$ cat src/rtl/riscv_pkg.sv
// Shared definitions for the RISC-V pipeline-control logic: register index width,
// forwarding-select encoding and the instruction-type code tracked per slot.
package riscv_pkg;

    localparam int REG_WIDTH = 5;
    localparam int FWD_SEL_W = 3;

    localparam logic [FWD_SEL_W-1:0] FWD_RF = 3'd0;

    typedef enum logic {
        INSTR_OTHER = 1'b0,
        IS_LOAD     = 1'b1
    } instr_type_e;

    // Result of slot k is selected with code k+1.
    function automatic logic [FWD_SEL_W-1:0] fwd_slot(input logic [FWD_SEL_W-1:0] k);
        return k + 3'd1;
    endfunction

endpackage

$ cat src/rtl/riscv_hazard_slot.sv
// One tracked pipeline slot: valid/rd/rde/type of an in-flight instruction,
// with a bubble input that turns the incoming entry into an empty slot.
module riscv_hazard_slot
    import riscv_pkg::*;
#(
    parameter int REG_WIDTH = riscv_pkg::REG_WIDTH
) (
    input  logic                 clk,
    input  logic                 reset,
    input  logic                 in_valid,
    input  logic                 in_bubble,
    input  logic [REG_WIDTH-1:0] in_rd,
    input  logic                 in_rde,
    input  instr_type_e          in_type,
    output logic                 out_valid,
    output logic [REG_WIDTH-1:0] out_rd,
    output logic                 out_rde,
    output instr_type_e          out_type
);

    logic                 valid_d, valid_q;
    logic [REG_WIDTH-1:0] rd_d, rd_q;
    logic                 rde_d, rde_q;
    instr_type_e          type_d, type_q;

    always_comb begin
        valid_d = in_valid & ~in_bubble;
        rd_d    = in_rd;
        rde_d   = in_rde;
        type_d  = in_type;
    end

    always_ff @(posedge clk or negedge reset) begin
        if (!reset) begin
            valid_q <= 1'b0;
            rd_q    <= '0;
            rde_q   <= 1'b0;
            type_q  <= INSTR_OTHER;
        end else begin
            valid_q <= valid_d;
            rd_q    <= rd_d;
            rde_q   <= rde_d;
            type_q  <= type_d;
        end
    end

    assign out_valid = valid_q;
    assign out_rd    = rd_q;
    assign out_rde   = rde_q;
    assign out_type  = type_q;

endmodule

$ cat src/rtl/riscv_hazard_unit.sv
// Pipeline hazard unit: tracks in-flight destinations from execute to RF write
// and derives stall, flush and per-operand forwarding selects for decode.
module riscv_hazard_unit
    import riscv_pkg::*;
#(
    parameter int REG_WIDTH = riscv_pkg::REG_WIDTH,
    parameter int STAGES    = 3,
    parameter int FWD_EN    = 1,
    parameter int LOAD_LAT  = 1,
    parameter int CNT_WIDTH = 16
) (
    input  logic                 clk,
    input  logic                 reset,
    input  logic                 id_valid,
    input  logic [REG_WIDTH-1:0] id_rs1,
    input  logic                 id_rs1e,
    input  logic [REG_WIDTH-1:0] id_rs2,
    input  logic                 id_rs2e,
    input  logic [REG_WIDTH-1:0] id_rd,
    input  logic                 id_rde,
    input  logic                 id_is_load,
    input  logic                 ex_taken,
    output logic                 stall,
    output logic                 flush,
    output logic [FWD_SEL_W-1:0] fwd_sel1,
    output logic [FWD_SEL_W-1:0] fwd_sel2,
    output logic [CNT_WIDTH-1:0] stall_cnt
);

    localparam logic [FWD_SEL_W-1:0] LOAD_LAT_C = 3'(LOAD_LAT);

    logic                 slot_valid [STAGES];
    logic [REG_WIDTH-1:0] slot_rd    [STAGES];
    logic                 slot_rde   [STAGES];
    instr_type_e          slot_type  [STAGES];

    logic                 chain_valid  [STAGES];
    logic                 chain_bubble [STAGES];
    logic [REG_WIDTH-1:0] chain_rd     [STAGES];
    logic                 chain_rde    [STAGES];
    instr_type_e          chain_type   [STAGES];

    // Slot 0 is fed from decode; every other slot shifts from its younger neighbour.
    genvar gi;
    generate
        for (gi = 0; gi < STAGES; gi++) begin : g_slot
            if (gi == 0) begin : g_head
                assign chain_valid[gi]  = id_valid;
                assign chain_bubble[gi] = stall | flush;
                assign chain_rd[gi]     = id_rd;
                assign chain_rde[gi]    = id_rde;
                assign chain_type[gi]   = id_is_load ? IS_LOAD : INSTR_OTHER;
            end else begin : g_tail
                assign chain_valid[gi]  = slot_valid[gi-1];
                assign chain_bubble[gi] = 1'b0;
                assign chain_rd[gi]     = slot_rd[gi-1];
                assign chain_rde[gi]    = slot_rde[gi-1];
                assign chain_type[gi]   = slot_type[gi-1];
            end

            riscv_hazard_slot #(
                .REG_WIDTH (REG_WIDTH)
            ) u_slot (
                .clk       (clk),
                .reset     (reset),
                .in_valid  (chain_valid[gi]),
                .in_bubble (chain_bubble[gi]),
                .in_rd     (chain_rd[gi]),
                .in_rde    (chain_rde[gi]),
                .in_type   (chain_type[gi]),
                .out_valid (slot_valid[gi]),
                .out_rd    (slot_rd[gi]),
                .out_rde   (slot_rde[gi]),
                .out_type  (slot_type[gi])
            );
        end
    endgenerate

    logic                 hit1, hit2;
    logic [FWD_SEL_W-1:0] idx1, idx2;
    logic                 op1_stall, op2_stall;

    always_comb begin
        hit1 = 1'b0;
        hit2 = 1'b0;
        idx1 = '0;
        idx2 = '0;
        // Scan oldest to youngest so the youngest producer is the last one kept.
        for (int k = STAGES - 1; k >= 0; k--) begin
            if (slot_valid[k] && slot_rde[k] && slot_rd[k] == id_rs1) begin
                hit1 = 1'b1;
                idx1 = 3'(k);
            end
            if (slot_valid[k] && slot_rde[k] && slot_rd[k] == id_rs2) begin
                hit2 = 1'b1;
                idx2 = 3'(k);
            end
        end
        hit1 = hit1 & id_rs1e & (id_rs1 != '0);
        hit2 = hit2 & id_rs2e & (id_rs2 != '0);

        if (FWD_EN != 0) begin
            op1_stall = hit1 & (slot_type[idx1] == IS_LOAD) & (idx1 < LOAD_LAT_C);
            op2_stall = hit2 & (slot_type[idx2] == IS_LOAD) & (idx2 < LOAD_LAT_C);
            fwd_sel1  = (hit1 && !op1_stall) ? fwd_slot(idx1) : FWD_RF;
            fwd_sel2  = (hit2 && !op2_stall) ? fwd_slot(idx2) : FWD_RF;
        end else begin
            op1_stall = hit1;
            op2_stall = hit2;
            fwd_sel1  = FWD_RF;
            fwd_sel2  = FWD_RF;
        end

        flush = ex_taken;
        stall = id_valid & (op1_stall | op2_stall) & ~ex_taken;
    end

    logic [CNT_WIDTH-1:0] stall_cnt_d, stall_cnt_q;

    always_comb begin
        stall_cnt_d = stall_cnt_q;
        if (stall && (stall_cnt_q != '1)) begin
            stall_cnt_d = stall_cnt_q + CNT_WIDTH'(1);
        end
    end

    always_ff @(posedge clk or negedge reset) begin
        if (!reset) begin
            stall_cnt_q <= '0;
        end else begin
            stall_cnt_q <= stall_cnt_d;
        end
    end

    assign stall_cnt = stall_cnt_q;

endmodule

$ cat config.mk
export PLATFORM = sky130hd
export DESIGN_NAME = riscv_hazard_unit
export DESIGN_NICKNAME = d
export VERILOG_FILES = /design/src/rtl/riscv_pkg.sv /design/src/rtl/riscv_hazard_slot.sv /design/src/rtl/riscv_hazard_unit.sv
export SDC_FILE = /design/constraint.sdc
export NUM_CORES = 1
export LEC_CHECK = 0
export BUFFER_PORTS_ARGS = -buffer_cell sky130_fd_sc_hd__buf_2
export CORE_MARGIN = 3
export CORE_UTILIZATION = 50
export CTS_CLUSTER_SIZE = 10
export DETAILED_ROUTE_END_ITERATION = 16
export HOLD_SLACK_MARGIN = 0.05
export PLACE_DENSITY = 0.86
export SYNTH_ARGS = -nofsm -noshare
export SYNTH_HDL_FRONTEND = slang
export SYNTH_SLANG_ARGS = --single-unit
$ cat constraint.sdc
create_clock -name clk -period 3.4 [get_ports clk]
set_clock_uncertainty 0.1 [all_clocks]
set_input_delay 0.34 -clock clk [delete_from_list [all_inputs] [get_ports clk]]
set_output_delay 0.34 -clock clk [all_outputs]
set_load 0.01 [all_outputs]
# Word-level counts from Yosys, hierarchy flattened
# Cells that the tools add are included.
# totals
output_inout_bits	24
word_cells	81
register_bits	40
# op_classes
reduce_logical	16
n_mux	21
bitwise_logic	17
n_lt_le_gt_ge	4
n_addsub	3
n_eq_ne	7
# op_table
operator	n
5-bit equality test	6
16-bit by 1-bit adder with 16-bit output (second input constant)	1
16-bit != test (second input constant)	1
3-bit 2-to-1 mux	5
1-bit logical AND	12
1-bit bitwise AND	11
1-bit 2-to-1 mux	11
5-bit nonzero test	2
4-bit by 3-bit >= comparator with 1-bit output (second input constant)	2
3-bit inverter with 4-bit output	2
3-bit by 1-bit adder with 3-bit output (second input constant)	2
3-bit by 1-bit < comparator with 1-bit output (second input constant)	2
2-bit 2-to-1 mux	3
1-bit binary-select mux with 2-bit select	2
1-bit zero test	2
1-bit inverter	2
1-bit bitwise OR	2

# Longest topological paths before layout
# Gate-level depths: netlist of run 1.
# logic_depth
ltp_word	17
depth_mapped	16
depth_no_buf	15

# Cells and area by module
# A second synthesis of run 1 with hierarchy kept.
# unflattened
hier_cells	191
area_unflattened_um2	2077.0
# by_module_without_submodules
mod	seq_area_each_um2	cells_each	n_inst	area_per_inst_um2
riscv_hazard_unit	400.4	164	1	1435.1
riscv_hazard_slot	200.2	9	3	214.0

# Least setup slack after synthesis of run 1
# Ideal clock, no wire load.
# synth_timing
kind	reg-to-reg
from	register g_slot[1].u_slot.rd_q[0]
to	register stall_cnt_q[1] (netlist: stall_cnt[1])
path_slack_ps	591
stages_incl_launch_ff	11
setup_time_ps	125
t_arrival_ps	2584
cell_sequence	dfrtp_1 > xor2_1 > or4_4 > or2_4 > and2b_1 > inv_1 > ha_1 > and4bb_4 > o21ai_2 > buf_6 > mux2_2
# synth_via
elab_chain_cells	14
elab_cells_between_ends	34
classes_between	order compare (2); eq/ne (2); mux (14); bitwise (13); reduce/logical (3)
# synth_lines
item	line	source
from (decl)	riscv_hazard_slot.sv:22	logic [REG_WIDTH-1:0] rd_d, rd_q;
from (signal assigned)	riscv_hazard_slot.sv:41	rd_q <= rd_d;
5-bit equality test, on equally long branches	riscv_hazard_unit.sv:90, riscv_hazard_unit.sv:94	
1-bit logical AND, on equally long branches	riscv_hazard_unit.sv:90, riscv_hazard_unit.sv:94	
2-bit 2-to-1 mux or 3-bit 2-to-1 mux (tied branches)	riscv_hazard_unit.sv:90, riscv_hazard_unit.sv:94	
3-bit 2-to-1 mux, on equally long branches	riscv_hazard_unit.sv:90, riscv_hazard_unit.sv:94	
3-bit inverter with 4-bit output, on equally long branches	riscv_hazard_unit.sv:103, riscv_hazard_unit.sv:104	
1-bit binary-select mux with 2-bit select, on equally long branches	riscv_hazard_unit.sv:103, riscv_hazard_unit.sv:104	
1-bit 2-to-1 mux, on equally long branches (2 in a row)	riscv_hazard_unit.sv:103, riscv_hazard_unit.sv:104	
1-bit bitwise AND, on equally long branches (2 in a row)	riscv_hazard_unit.sv:103, riscv_hazard_unit.sv:104	
1-bit bitwise OR (*)	riscv_hazard_unit.sv:115	stall = id_valid & (op1_stall | op2_stall) & ~ex_taken;
1-bit bitwise AND (*) (2 in a row)	riscv_hazard_unit.sv:115	
1-bit logical AND (*)	riscv_hazard_unit.sv:122	if (stall && (stall_cnt_q != '1)) begin
to (signal assigned)	riscv_hazard_unit.sv:131	stall_cnt_q <= stall_cnt_d;
to (decl)	riscv_hazard_unit.sv:118	logic [CNT_WIDTH-1:0] stall_cnt_d, stall_cnt_q;
# Mark *: on every way between the ends. The rest lies on a longest branch, timed or not. The select of a mux whose other input is x is not followed.
# A chain may end at the register's enable or synchronous reset.

# Worst setup path after layout of run 1
# layout_timing
from	register g_slot[0].u_slot.rd_q[4]
to	output fwd_sel2[0]
# layout_via
elab_chain_cells	12
elab_cells_between_ends	17
classes_between	add/sub (1); order compare (1); eq/ne (1); mux (6); bitwise (5); reduce/logical (3)
# layout_lines
item	line	source
from (decl)	riscv_hazard_slot.sv:22	
from (signal assigned)	riscv_hazard_slot.sv:41	
5-bit equality test (*)	riscv_hazard_unit.sv:94	if (slot_valid[k] && slot_rde[k] && slot_rd[k] == id_rs2) begin
1-bit logical AND (*)	riscv_hazard_unit.sv:94	
3-bit 2-to-1 mux	riscv_hazard_unit.sv:94	
3-bit inverter with 4-bit output (implied by the code)	riscv_hazard_unit.sv:104	op2_stall = hit2 & (slot_type[idx2] == IS_LOAD) & (idx2 < LOAD_LAT_C);
1-bit binary-select mux with 2-bit select	riscv_hazard_unit.sv:104	
1-bit 2-to-1 mux (implied by the code) (2 in a row)	riscv_hazard_unit.sv:104	
1-bit bitwise AND (2 in a row)	riscv_hazard_unit.sv:104	
1-bit zero test	riscv_hazard_unit.sv:106	fwd_sel2 = (hit2 && !op2_stall) ? fwd_slot(idx2) : FWD_RF;
1-bit logical AND	riscv_hazard_unit.sv:106	
3-bit 2-to-1 mux (*)	riscv_hazard_unit.sv:106	
to (decl)	riscv_hazard_unit.sv:26	output logic [FWD_SEL_W-1:0] fwd_sel2,
# Marks and branches as above.

==> metrics.cfg, run 1 <==
[run_status]
status=complete, no violations

[setup_path]
cp-end-kind=output pin
crit_type=flip-flop to output pin
crit_slowest_cell=dfrtp_1
crit_fanout=4
worstSetupStartpointType=flip-flop
slowest_delay_ns=0.43
cp.arrival_ns=2.77
r2r_cells=11
r2r-start=g_slot[1].u_slot.out_rd[0]$_DFF_PN0_
path_common_cell=nor2_1
reg2reg_slack_ns=0.36
cp.required_ns=2.96
r2r-end=stall_cnt[5]$_DFFE_PN0P_
crit_path_cell_trace=xnor2_1, nand4_1, or2_2, nand2_1, nor2_1, inv_1, ha_1, o211a_1, o31ai_1, a31o_2, a21oi_4, a211o_1, nor2_1, buf_2

[synthesis]
syn_area_um2=2060
post_synth.cell_area_avg_um2=10.7
yosysWarnings=0
yosys-top-cells-area=dfrtp_1 49%, xor2_1 11%, xnor2_1 8.5%
yosys_most_used_dff=dfrtp_1
synthCells=193
synthesis.nets=221
ys_ff_latch=40
synth_edf_count=0
async_flop_share_pct=100
yosysMostFrequentCell=dfrtp_1
yosysTopAreaCellShare_pct=48.5
ys_types=38
yosysSeqAreaShare_pct=48.5
synthTopCellsByCount=40 x dfrtp_1, 25 x xor2_1, 20 x xnor2_1
yosys.area.top_type=dfrtp_1

[flow_run]
maxCapViolations=0

[clock_tree]
clk-insertion-delay-late_ns=0.29
htreeDepth=2
clockRootBuffer=clkbuf_8
cts_max_path_buffers=2
cts_buffers=5
cts.clk_slew.worst_paths_ns=0.08
cts_tree=built
cts_sinks=40

[timing]
timing.final.ws_setup_ns=0.195
worst_pin_slew_ns=0.847
setup_viol=0
finalHoldViolCount=0
slew_headroom_pct=43.5
fin_crit_ns=3.21
final.period_utilization_pct=94.3
drv_slew=0
clock.fmax_mhz=312

[cells_and_area]
multi_input_area_um2=1000
num_antenna_cells=0
area_growth_pct=24.5
ff_latch_area_um2=1000
drive_gt1_share_pct=28.3
final_cells=302
fillers=278
nets=281

[route]
ant_nets=0
viasPerCell=5.23
top_layer=met4
route.detailed.drc=0
drt-initial-drc-count=50
dr.pass1.iters=4
wl_per_cell_um=15.1
drt-total-wl_mm=4.57
met2_wirelength_mm=2.34
wl_met1_mm=2.00
via_count=1579
met3WireLength_um=187

[power]
peakVddDrop_uv=418
p_leak_uw=0.00124
cellPowerDensity_nw_per_um2=389

[global_route]
grt_pass1_wl_mm=7.49
grt_overflow=0
track_usage_pct=19.3
antenna_found_initial=0
first_global_vias=1568
grt_max_degree=41

[floorplanning]
num_rows=22
die_height_um=70.2
io_pins=47
initial_core_util_pct=53.9
dieArea_um2=4930
fp.coreArea_um2=3830
die_width_um=70.2

[min_path]
hold_class=primary input to asynchronous set/reset pin

[placement]
dp.cells=286
pre_cts_ws_ns=0.256
dpl.hpwl_mm=3.31
gp_congestion=0.831
portBuffers=46

[worst max-delay path, delay by kind of cell, from the launching register on]
kind                     cells  cell delay, ns
flip-flops                   1            0.43
AND/OR/NAND/NOR              5            0.72
AO/OA/AOI/OAI                5            0.79
adder cells (fa/ha/maj)      1            0.14
XOR/XNOR                     1            0.19
buffers and inverters        2            0.20
[final cells by class]
class,count,share of cell area (%)
Clock buffer,5,2.68
Sequential cell,40,39.0
Tap cell,48,2.34
Clock inverter,3,1.85
Timing Repair Buffer,55,12.8
Multi-Input combinational cell,134,38.9
Inverter,17,2.48
[metrics by stage]
| stage | total power (uW) | hold WS [ns] | TNS [ns] | utilization [%] | cell area, um^2 |
|---|---|---|---|---|---|
| after floorplan | 563 | -0.0556 | 0 | - | 2060 |
| after global placement | 604 | 0.255 | 0 | 61.5 | 2350 |
| after detailed placement | 608 | 0.260 | 0 | 61.5 | 2350 |
| after CTS | 1000 | 0.0692 | 0 | 66.4 | 2540 |
| after global routing | 1040 | 0.116 | -0.00600 | 67.1 | 2570 |
| final | 999 | 0.0518 | 0 | 67.1 | 2570 |
[registers in the layout (all words and copies together) (netlist names)]
signal                   count
g_slot.u_slot.out_type       3
stall_cnt                   16
g_slot.u_slot.out_rd        15
g_slot.u_slot.out_valid      3
g_slot.u_slot.out_rde        3
[worst max path at each step]
| stage | cells past startpoint | start | slack [ns] | to |
|---|---|---|---|---|
| after floorplan | 10 | g_slot[1].u_slot.out_rd[0]$_DFF_PN0_ | 0.59 | stall_cnt[1]$_DFFE_PN0P_ |
| after global placement | 15 | id_rs2[3] | 0.34 | stall_cnt[11]$_DFFE_PN0P_ |
| after detailed placement | 16 | id_rs2[2] | 0.26 | stall_cnt[5]$_DFFE_PN0P_ |
| after CTS | 14 | g_slot[0].u_slot.out_rd[4]$_DFF_PN0_ | 0.06 | stall |
| after global routing | 14 | g_slot[2].u_slot.out_rd[2]$_DFF_PN0_ | -0.003 | fwd_sel2[1] |
| final | 14 | g_slot[0].u_slot.out_rd[4]$_DFF_PN0_ | 0.19 | fwd_sel2[0] |
[routing by layer]
layer,track usage [%],vias to the layer above
met5,0,-
met4,4.89,0
met3,4.03,5
met2,32.8,41
met1,25.1,766
li1,-,767
[cell usage in the layout, fill, tap and decap left out, types with 2 or more instances in the layout]
master,n
nor3_1,6
nand2_1,10
o21ai_0,2
ha_1,5
dlygate4sd3_1,7
nor2b_1,2
buf_2,46
xnor2_1,20
or4_1,2
xor2_1,25
clkbuf_8,5
inv_1,17
nor3_2,5
nor4_1,5
nor2_1,15
clkinv_4,2
and3_1,3
dfrtp_1,40
nand3_1,8
nand4_1,6
[report_power, final]
part / leakage (uW) / internal, uW / switching (uW)
clock network: 0.0000583 / 221 / 169
logic: 0.000688 / 46.0 / 50.8
registers: 0.000491 / 493 / 19.0
[logic make-up (layout without fill, tap and decap cells)]
family | Yosys count | after routing | synth area share [%]
xor+xnor | 45 | 45 | 19.1
flops | 40 | 40 | 48.5
compound gates | 13 | 13 | 4.97
mux | 1 | 1 | 0.546
buf+inv | 19 | 80 | 4.00
fa+ha+maj | 5 | 5 | 3.03
simple gates | 70 | 70 | 19.8
[what timing repair did]
action                                 CTS  global route
gates resized for setup                  0             4
hold buffers                             7             0
endpoints found under the hold margin    7             0
buffers inserted                         0             1
setup endpoints to repair                0             7
(Power assumes the default switching activity.)
==> inputs of run 2 (changes only) <==
--- a/config.mk
+++ b/config.mk
@@ -5,13 +5,14 @@
 export SDC_FILE = /design/constraint.sdc
 export NUM_CORES = 1
 export LEC_CHECK = 0
+export ABC_AREA = 1
 export BUFFER_PORTS_ARGS = -buffer_cell sky130_fd_sc_hd__buf_2
 export CORE_MARGIN = 3
 export CORE_UTILIZATION = 50
 export CTS_CLUSTER_SIZE = 10
 export DETAILED_ROUTE_END_ITERATION = 16
 export HOLD_SLACK_MARGIN = 0.05
-export PLACE_DENSITY = 0.86
+export PLACE_DENSITY = 0.84
 export SYNTH_ARGS = -nofsm -noshare
 export SYNTH_HDL_FRONTEND = slang
 export SYNTH_SLANG_ARGS = --single-unit
==> metrics.cfg, run 2 <==
[run_status]
status=complete, no violations  ; unchanged

[timing]
slew_headroom_pct=43.4  ; was 43.5%
finalHoldViolCount=0  ; unchanged
clock.fmax_mhz=356  ; was 312 MHz
rsz0062_at_grt=no
drv_slew=0  ; unchanged
final.period_utilization_pct=82.5  ; was 94.3%
tns_ns=0  ; unchanged
fin_crit_ns=2.81  ; was 3.21 ns
worst_pin_slew_ns=0.849  ; was 0.847 ns
setup_viol=0  ; unchanged

[clock_tree]
cts_resized=0  ; unchanged
cts_tree=built  ; unchanged
clk-insertion-delay-late_ns=0.30  ; was 0.29 ns
cts_buffers=5  ; unchanged
cts.clk_slew.worst_paths_ns=0.08  ; about the same
cts_sinks=40  ; unchanged
cts_max_path_buffers=2  ; unchanged
htreeDepth=2  ; unchanged
clockRootBuffer=clkbuf_8  ; unchanged

[placement]
portBuffers=46  ; unchanged
dpl.hpwl_mm=4.34  ; was 3.31 mm
gp_congestion=0.941  ; was 0.831
place_area_um2=2800  ; was 2350 um^2

[setup_path]
cp.arrival_ns=2.37  ; was 2.77 ns
reg2reg_slack_ns=1.00  ; was 0.36 ns
cp.required_ns=2.96  ; about the same
worstSetupStartpointType=flip-flop  ; unchanged
cp-end-kind=output pin  ; unchanged
crit_fanout=25  ; was 4
crit_type=flip-flop to output pin  ; unchanged

[global_route]
antenna_found_initial=0  ; unchanged
grt_pass1_wl_mm=9.85  ; was 7.49 mm
first_global_vias=2290  ; was 1568
track_usage_pct=20.2  ; was 19.3%
grt_overflow=0  ; unchanged
grt_max_degree=41  ; unchanged

[synthesis]
synthCells=359  ; was 193
syn_area_um2=2520  ; was 2060 um^2
yosysTopAreaCellShare_pct=39.7  ; was 48.5%
ys_types=29  ; was 38
synth_edf_count=0  ; unchanged
post_synth.cell_area_avg_um2=7.03  ; was 10.7 um^2
yosysWarnings=0  ; unchanged
ys_ff_latch=40  ; unchanged
yosys-top-cells-area=dfrtp_1 40%, nand2_1 19%, inv_1 6.3%  ; was dfrtp_1 49%, xor2_1 11%, xnor2_1 8.5%
yosysMostFrequentCell=nand2_1  ; was dfrtp_1
yosysSeqAreaShare_pct=39.7  ; was 48.5%
synthTopCellsByCount=127 x nand2_1, 42 x inv_1, 40 x dfrtp_1  ; was 40 x dfrtp_1, 25 x xor2_1, 20 x xnor2_1
async_flop_share_pct=100  ; unchanged
yosys.area.top_type=dfrtp_1  ; unchanged
synthesis.nets=387  ; was 221
yosys_most_used_dff=dfrtp_1  ; unchanged

[cells_and_area]
largest_reg_flops=16  ; unchanged
num_antenna_cells=0  ; unchanged
nets=441  ; was 281
final_core_util_pct=62.1  ; was 67.1%
area_growth_pct=17.9  ; was 24.5%
layout_common_cells=127 x nand2_1, 46 x buf_2, 42 x inv_1, 40 x dfrtp_1, 36 x nor2_1  ; was 46 x buf_2, 40 x dfrtp_1, 25 x xor2_1, 20 x xnor2_1, 17 x inv_1
drive_gt1_share_pct=20.5  ; was 28.3%
design_area_um2=2970  ; was 2570 um^2
final_common_cell=nand2_1  ; was buf_2

[route]
via_count=2447  ; was 1579
dr.pass1.iters=4  ; unchanged
viasPerCell=5.09  ; was 5.23
drt-total-wl_mm=5.78  ; was 4.57 mm
ant_nets=0  ; unchanged
wl_per_cell_um=12.0  ; was 15.1 um
drt-initial-drc-count=210  ; was 50
route.detailed.drc=0  ; unchanged

[floorplanning]
dieArea_um2=5930  ; was 4930 um^2
fp.coreArea_um2=4790  ; was 3830 um^2
die_height_um=77.0  ; was 70.2 um
initial_core_util_pct=52.7  ; was 53.9%
num_rows=25  ; was 22
die_width_um=77.0  ; was 70.2 um
io_pins=47  ; unchanged

[power]
p_leak_uw=0.00170  ; was 0.00124 uW
peakVddDrop_uv=348  ; was 418 uV
cellPowerDensity_nw_per_um2=340  ; was 389 nW/um^2

[min_path]
hold_class=primary input to asynchronous set/reset pin  ; unchanged

[flow_run]
maxCapViolations=0  ; unchanged

## run 2: worst paths after layout
kind	start	to	cells after the start
setup / recovery	g_slot[1].u_slot.out_rd[0]$_DFF_PN0_	stall	15
hold / removal	reset	g_slot[0].u_slot.out_rde$_DFF_PN0_	1
setup reg to reg	stall_cnt[0]$_DFFE_PN0P_	stall_cnt[11]$_DFFE_PN0P_	9
hold reg to reg	g_slot[1].u_slot.out_valid$_DFF_PN0_	g_slot[2].u_slot.out_valid$_DFF_PN0_	0
max in group asynchronous	reset	stall_cnt[3]$_DFFE_PN0P_	1
min in group clk	id_rd[0]	g_slot[0].u_slot.out_rd[0]$_DFF_PN0_	1
## run 2: layer usage
| layer | vias to the layer above | GRT usage (%) | wire length (um) |
|---|---|---|---|
| li1 | 1232 | - | - |
| met5 | - | 0 | 0 |
| met3 | 11 | 3.52 | 331 |
| met4 | 0 | 7.65 | 102 |
| met1 | 1131 | 27.0 | 2600 |
| met2 | 73 | 32.9 | 2740 |
## run 2: worst max-delay path, cell delays in order (launching register included)
cell      delay (ns)
dfrtp_1         0.43
inv_1           0.10
nand2_1         0.06
nand2_1         0.07
nor2_1          0.05
nand3_1         0.15
clkinv_1        0.11
nand2_1         0.11
ha_1            0.17
nand3_1         0.08
nor2_1          0.11
nand2_2         0.08
nand2_4         0.24
nand2_1         0.08
nor2_1          0.09
buf_2           0.13
## run 2: layout make-up
type                    count  area [um^2]
fillers                   428         1810
multi-input cells         256         1260
flip-flops and latches     40         1000
repair buffers             53          298
inverters                  57          214
well taps                  67         83.8
clock buffers               5         68.8
clock inverters             3         42.5
## run 2: repair_timing
| item | in CTS | in global routing |
|---|---|---|
| endpoints found under the hold margin | 4 | 2 |
| buffers inserted | 0 | 0 |
| hold buffers | 4 | 2 |
## run 2: cells by family (layout without fill, tap and decap cells)
| kind of cell | count (synthesis) | after routing | synth area share [%] |
|---|---|---|---|
| compound gates | 8 | 8 | 1.64 |
| simple gates | 234 | 234 | 42.9 |
| xor+xnor | 9 | 9 | 3.13 |
| fa+ha+maj | 5 | 5 | 2.48 |
| flops | 40 | 40 | 39.7 |
| buf+inv | 63 | 118 | 10.2 |
## run 2: metrics by stage
step	std cells	total power, uW	worst slack, ns	hold slack (ns)
after CTS	479	1010	0.598	0.0509
after floorplan	359	579	1.24	-0.0556
after global routing	481	1050	0.299	0.0539
final	481	1010	0.594	0.0482
after global placement	467	624	0.948	0.255
after detailed placement	467	627	0.889	0.263
## run 2: power breakdown
group	total (uW)	leakage (uW)	internal (uW)	switching, uW
Sequential	508	0.000507	492	16.4
Clock	386	0.0000541	217	169
Combinational	115	0.00114	41.4	73.6
==> inputs of run 3 (changes only) <==
--- a/config.mk
+++ b/config.mk
@@ -5,14 +5,14 @@
 export SDC_FILE = /design/constraint.sdc
 export NUM_CORES = 1
 export LEC_CHECK = 0
-export ABC_AREA = 1
+export ABC_AREA = 0
 export BUFFER_PORTS_ARGS = -buffer_cell sky130_fd_sc_hd__buf_2
 export CORE_MARGIN = 3
-export CORE_UTILIZATION = 50
+export CORE_UTILIZATION = 48
 export CTS_CLUSTER_SIZE = 10
 export DETAILED_ROUTE_END_ITERATION = 16
 export HOLD_SLACK_MARGIN = 0.05
-export PLACE_DENSITY = 0.84
+export PLACE_DENSITY = 0.86
 export SYNTH_ARGS = -nofsm -noshare
 export SYNTH_HDL_FRONTEND = slang
 export SYNTH_SLANG_ARGS = --single-unit
==> constraint.sdc (replaced) <==
create_clock -name clk -period 2.5 [get_ports clk]
set_clock_uncertainty 0.1 [all_clocks]
set_input_delay 0.25 -clock clk [delete_from_list [all_inputs] [get_ports clk]]
set_output_delay 0.25 -clock clk [all_outputs]
set_load 0.01 [all_outputs]
==> metrics.cfg, run 3 (synthesis gave the netlist of run 1 again) <==
[run_status]
status=finished, violations left  ; was complete, no violations
violations=setup timing

[cells_and_area]
final_common_cell=buf_2  ; was nand2_1
layout_common_cells=44 x buf_2, 40 x dfrtp_1, 38 x buf_4, 25 x xor2_1, 17 x xnor2_1  ; was 127 x nand2_1, 46 x buf_2, 42 x inv_1, 40 x dfrtp_1, 36 x nor2_1
largest_reg_flops=16  ; unchanged
num_antenna_cells=0  ; unchanged
fillers=241  ; was 428
design_area_um2=3200  ; was 2970 um^2
area_growth_pct=54.9  ; was 17.9%
ff_latch_area_um2=1000  ; unchanged
drive_gt1_share_pct=49.0  ; was 20.5%
nets=327  ; was 441
final_cells=350  ; was 481
multi_input_area_um2=1240  ; was 1260 um^2

[global_route]
grt_max_degree=41  ; unchanged
antenna_found_initial=0  ; unchanged
first_global_vias=1996  ; was 2290
track_usage_pct=24.4  ; was 20.2%
grt_overflow=0  ; unchanged
grt_pass1_wl_mm=9.63  ; was 9.85 mm

[power]
pwr-share-clk_pct=33.9  ; was 38.2%
power.switching_uw=353  ; was 259 uW
cellPowerDensity_nw_per_um2=419  ; was 340 nW/um^2
pwr-share-comb_pct=14.0  ; was 11.4%
peakVddDrop_uv=444  ; was 348 uV
p_int_uw=986  ; was 751 uW
power_frac_seq_pct=52.1  ; was 50.4%
switching_share_pct=26.3  ; was 25.6%
p_leak_uw=0.00163  ; was 0.00170 uW

[timing]
slew_headroom_pct=40.6  ; was 43.4%
worst_pin_slew_ns=0.891  ; was 0.849 ns
setup_viol=24  ; was 0
final.period_utilization_pct=125
whs_ns=0.245  ; was 0.0482 ns
rsz0062_at_grt=yes  ; was no
clock.fmax_mhz=319
drv_slew=0  ; unchanged
finalHoldViolCount=0  ; unchanged
timing.final.ws_setup_ns=-0.637  ; was 0.594 ns
fin_crit_ns=3.14

[clock_tree]
cts_max_path_buffers=2  ; unchanged
cts_buffers=5  ; unchanged
clockRootBuffer=clkbuf_8  ; unchanged
clk-insertion-delay-late_ns=0.29  ; was 0.30 ns
cts_sinks=40  ; unchanged
cts.clk_slew.worst_paths_ns=0.08  ; about the same
cts_tree=built  ; unchanged
htreeDepth=2  ; unchanged

[setup_path]
slowest_delay_ns=0.42  ; was 0.43 ns
cp.required_ns=2.15  ; was 2.96 ns
crit_slowest_cell=dfrtp_1  ; unchanged
cp-end-kind=output pin  ; unchanged
r2r-end=stall_cnt[15]$_DFFE_PN0P_  ; was stall_cnt[11]$_DFFE_PN0P_
r2r-start=g_slot[1].u_slot.out_rd[3]$_DFF_PN0_  ; was stall_cnt[0]$_DFFE_PN0P_
crit_path_cell_trace=xnor2_1, nand4_1, nor3_2, inv_2, nor2_4, inv_2, ha_4, o211a_1, o31ai_2, a31o_2, a21oi_4, a211o_1, nor2_2, buf_2  ; was inv_1, nand2_1, nand2_1, nor2_1, nand3_1, clkinv_1, nand2_1, ha_1, nand3_1, nor2_1, nand2_2, nand2_4, nand2_1, nor2_1, buf_2
r2r_cells=17  ; was 9
critical_path_buf_inv_count=3  ; unchanged
reg2reg_slack_ns=-0.57  ; was 1.00 ns
critical-path-top-delay-family=compound AO/OA/AOI/OAI gates  ; was simple AND/OR/NAND/NOR gates
crit_type=flip-flop to output pin  ; unchanged
path_common_cell=inv_2  ; was nand2_1
cp.arrival_ns=2.79  ; was 2.37 ns
crit_fanout=3  ; was 25
worstSetupStartpointType=flip-flop  ; unchanged
path_depth=14  ; was 15

[floorplanning]
initial_core_util_pct=50.5  ; was 52.7%
dieArea_um2=5120  ; was 5930 um^2
die_height_um=71.6  ; was 77.0 um
die_width_um=71.6  ; was 77.0 um
num_rows=23  ; was 25
io_pins=47  ; unchanged
fp.coreArea_um2=4090  ; was 4790 um^2

[route]
route.detailed.drc=0  ; unchanged
drt-total-wl_mm=7.06  ; was 5.78 mm
viasPerCell=5.55  ; was 5.09
via_count=1941  ; was 2447
drt-initial-drc-count=188  ; was 210
wl_per_cell_um=20.2  ; was 12.0 um
dr.pass1.iters=4  ; unchanged
ant_nets=0  ; unchanged

[flow_run]
maxCapViolations=0  ; unchanged

[min_path]
hold_class=primary input to flip-flop  ; was primary input to asynchronous set/reset pin
worstHoldStart=id_valid
hold_depth=3
whs_endpoint=g_slot[0].u_slot.out_valid$_DFF_PN0_

[placement]
gp_congestion=0.884  ; was 0.941
dp.cells=314  ; was 467
portBuffers=46  ; unchanged
place_area_um2=2580  ; was 2800 um^2
dpl.hpwl_mm=3.70  ; was 4.34 mm

==> run 3: changes by cell type in the layout (fill, tap and decap cells not counted), sizes merged, moves of 3 or more <==
cell / previous run / this run
nand2: 132 / 10
buf: 47 / 92
inv: 55 / 17
nand3: 32 / 8
nor2: 39 / 15
xnor2: 2 / 20
xor2: 7 / 25
nand4: 22 / 6
nor3: 4 / 11
and3: 0 / 3
or4: 0 / 3
==> run 3: worst min-delay path: stages <==
cell and delay [ns]:
buf_2 0.11, nand2b_1 0.15, nor3_2 0.08
==> run 3: metal layers <==
metal | routed length (um) | vias to the layer above | global-route usage, % | share of wire, %
met5 | 0 | - | 0 | 0
met4 | 251 | 0 | 11.1 | 3.6
met3 | 434 | 25 | 4.07 | 6.1
met2 | 3620 | 103 | 41.2 | 51
met1 | 2750 | 953 | 30.6 | 39
li1 | - | 860 | - | -
==> run 3: power groups by stage <==
stage	logic, uW	clock network (uW)	registers, uW
3_3_place_gp	138	0	705
2_1_floorplan	62.1	0	705
4_1_cts	162	444	694
3_5_place_dp	142	0	707
6_report	187	453	698
5_1_grt	201	482	701
==> run 3: area by class of cell <==
cell class / instances / area share (%)
repair buffers: 101 / 23.0
inverters: 17 / 2.00
clock inverters: 2 / 0.313
flip-flops and latches: 40 / 31.3
multi-input cells: 134 / 38.8
clock buffers: 6 / 2.58
well taps: 50 / 1.96
==> run 3: how the worst max path moves through the flow <==
stage	from	slack, ns	to
2_1_floorplan	g_slot[1].u_slot.out_rd[0]$_DFF_PN0_	-0.27	stall_cnt[1]$_DFFE_PN0P_
3_3_place_gp	g_slot[1].u_slot.out_rd[0]$_DFF_PN0_	-0.31	stall_cnt[3]$_DFFE_PN0P_
3_5_place_dp	g_slot[1].u_slot.out_rd[1]$_DFF_PN0_	-0.51	stall_cnt[13]$_DFFE_PN0P_
4_1_cts	g_slot[1].u_slot.out_rd[1]$_DFF_PN0_	-0.51	fwd_sel2[0]
5_1_grt	g_slot[1].u_slot.out_rd[3]$_DFF_PN0_	-0.78	fwd_sel2[2]
6_report	g_slot[1].u_slot.out_rd[3]$_DFF_PN0_	-0.64	fwd_sel2[2]
==> run 3: timing repair <==
item / in CTS / in global routing
gates cloned: 0 / 1
buffers inserted: 9 / 11
hold buffers: 8 / 0
gates resized for setup: 37 / 24
endpoints found under the hold margin: 47 / 0
pin swaps: 21 / 25
setup endpoints to repair: 24 / 24
==> run 3: per-stage QoR <==
| step | setup slack (ns) | util, % | total power [uW] | TNS (ns) |
|---|---|---|---|---|
| after detailed placement | -0.505 | 63.1 | 849 | -8.49 |
| after CTS | -0.514 | 73.3 | 1300 | -9.61 |
| after floorplan | -0.265 | - | 767 | -2.13 |
| final | -0.637 | 78.2 | 1340 | -12.14 |
| after global routing | -0.778 | 78.2 | 1380 | -15.70 |
| after global placement | -0.308 | 63.1 | 843 | -4.83 |
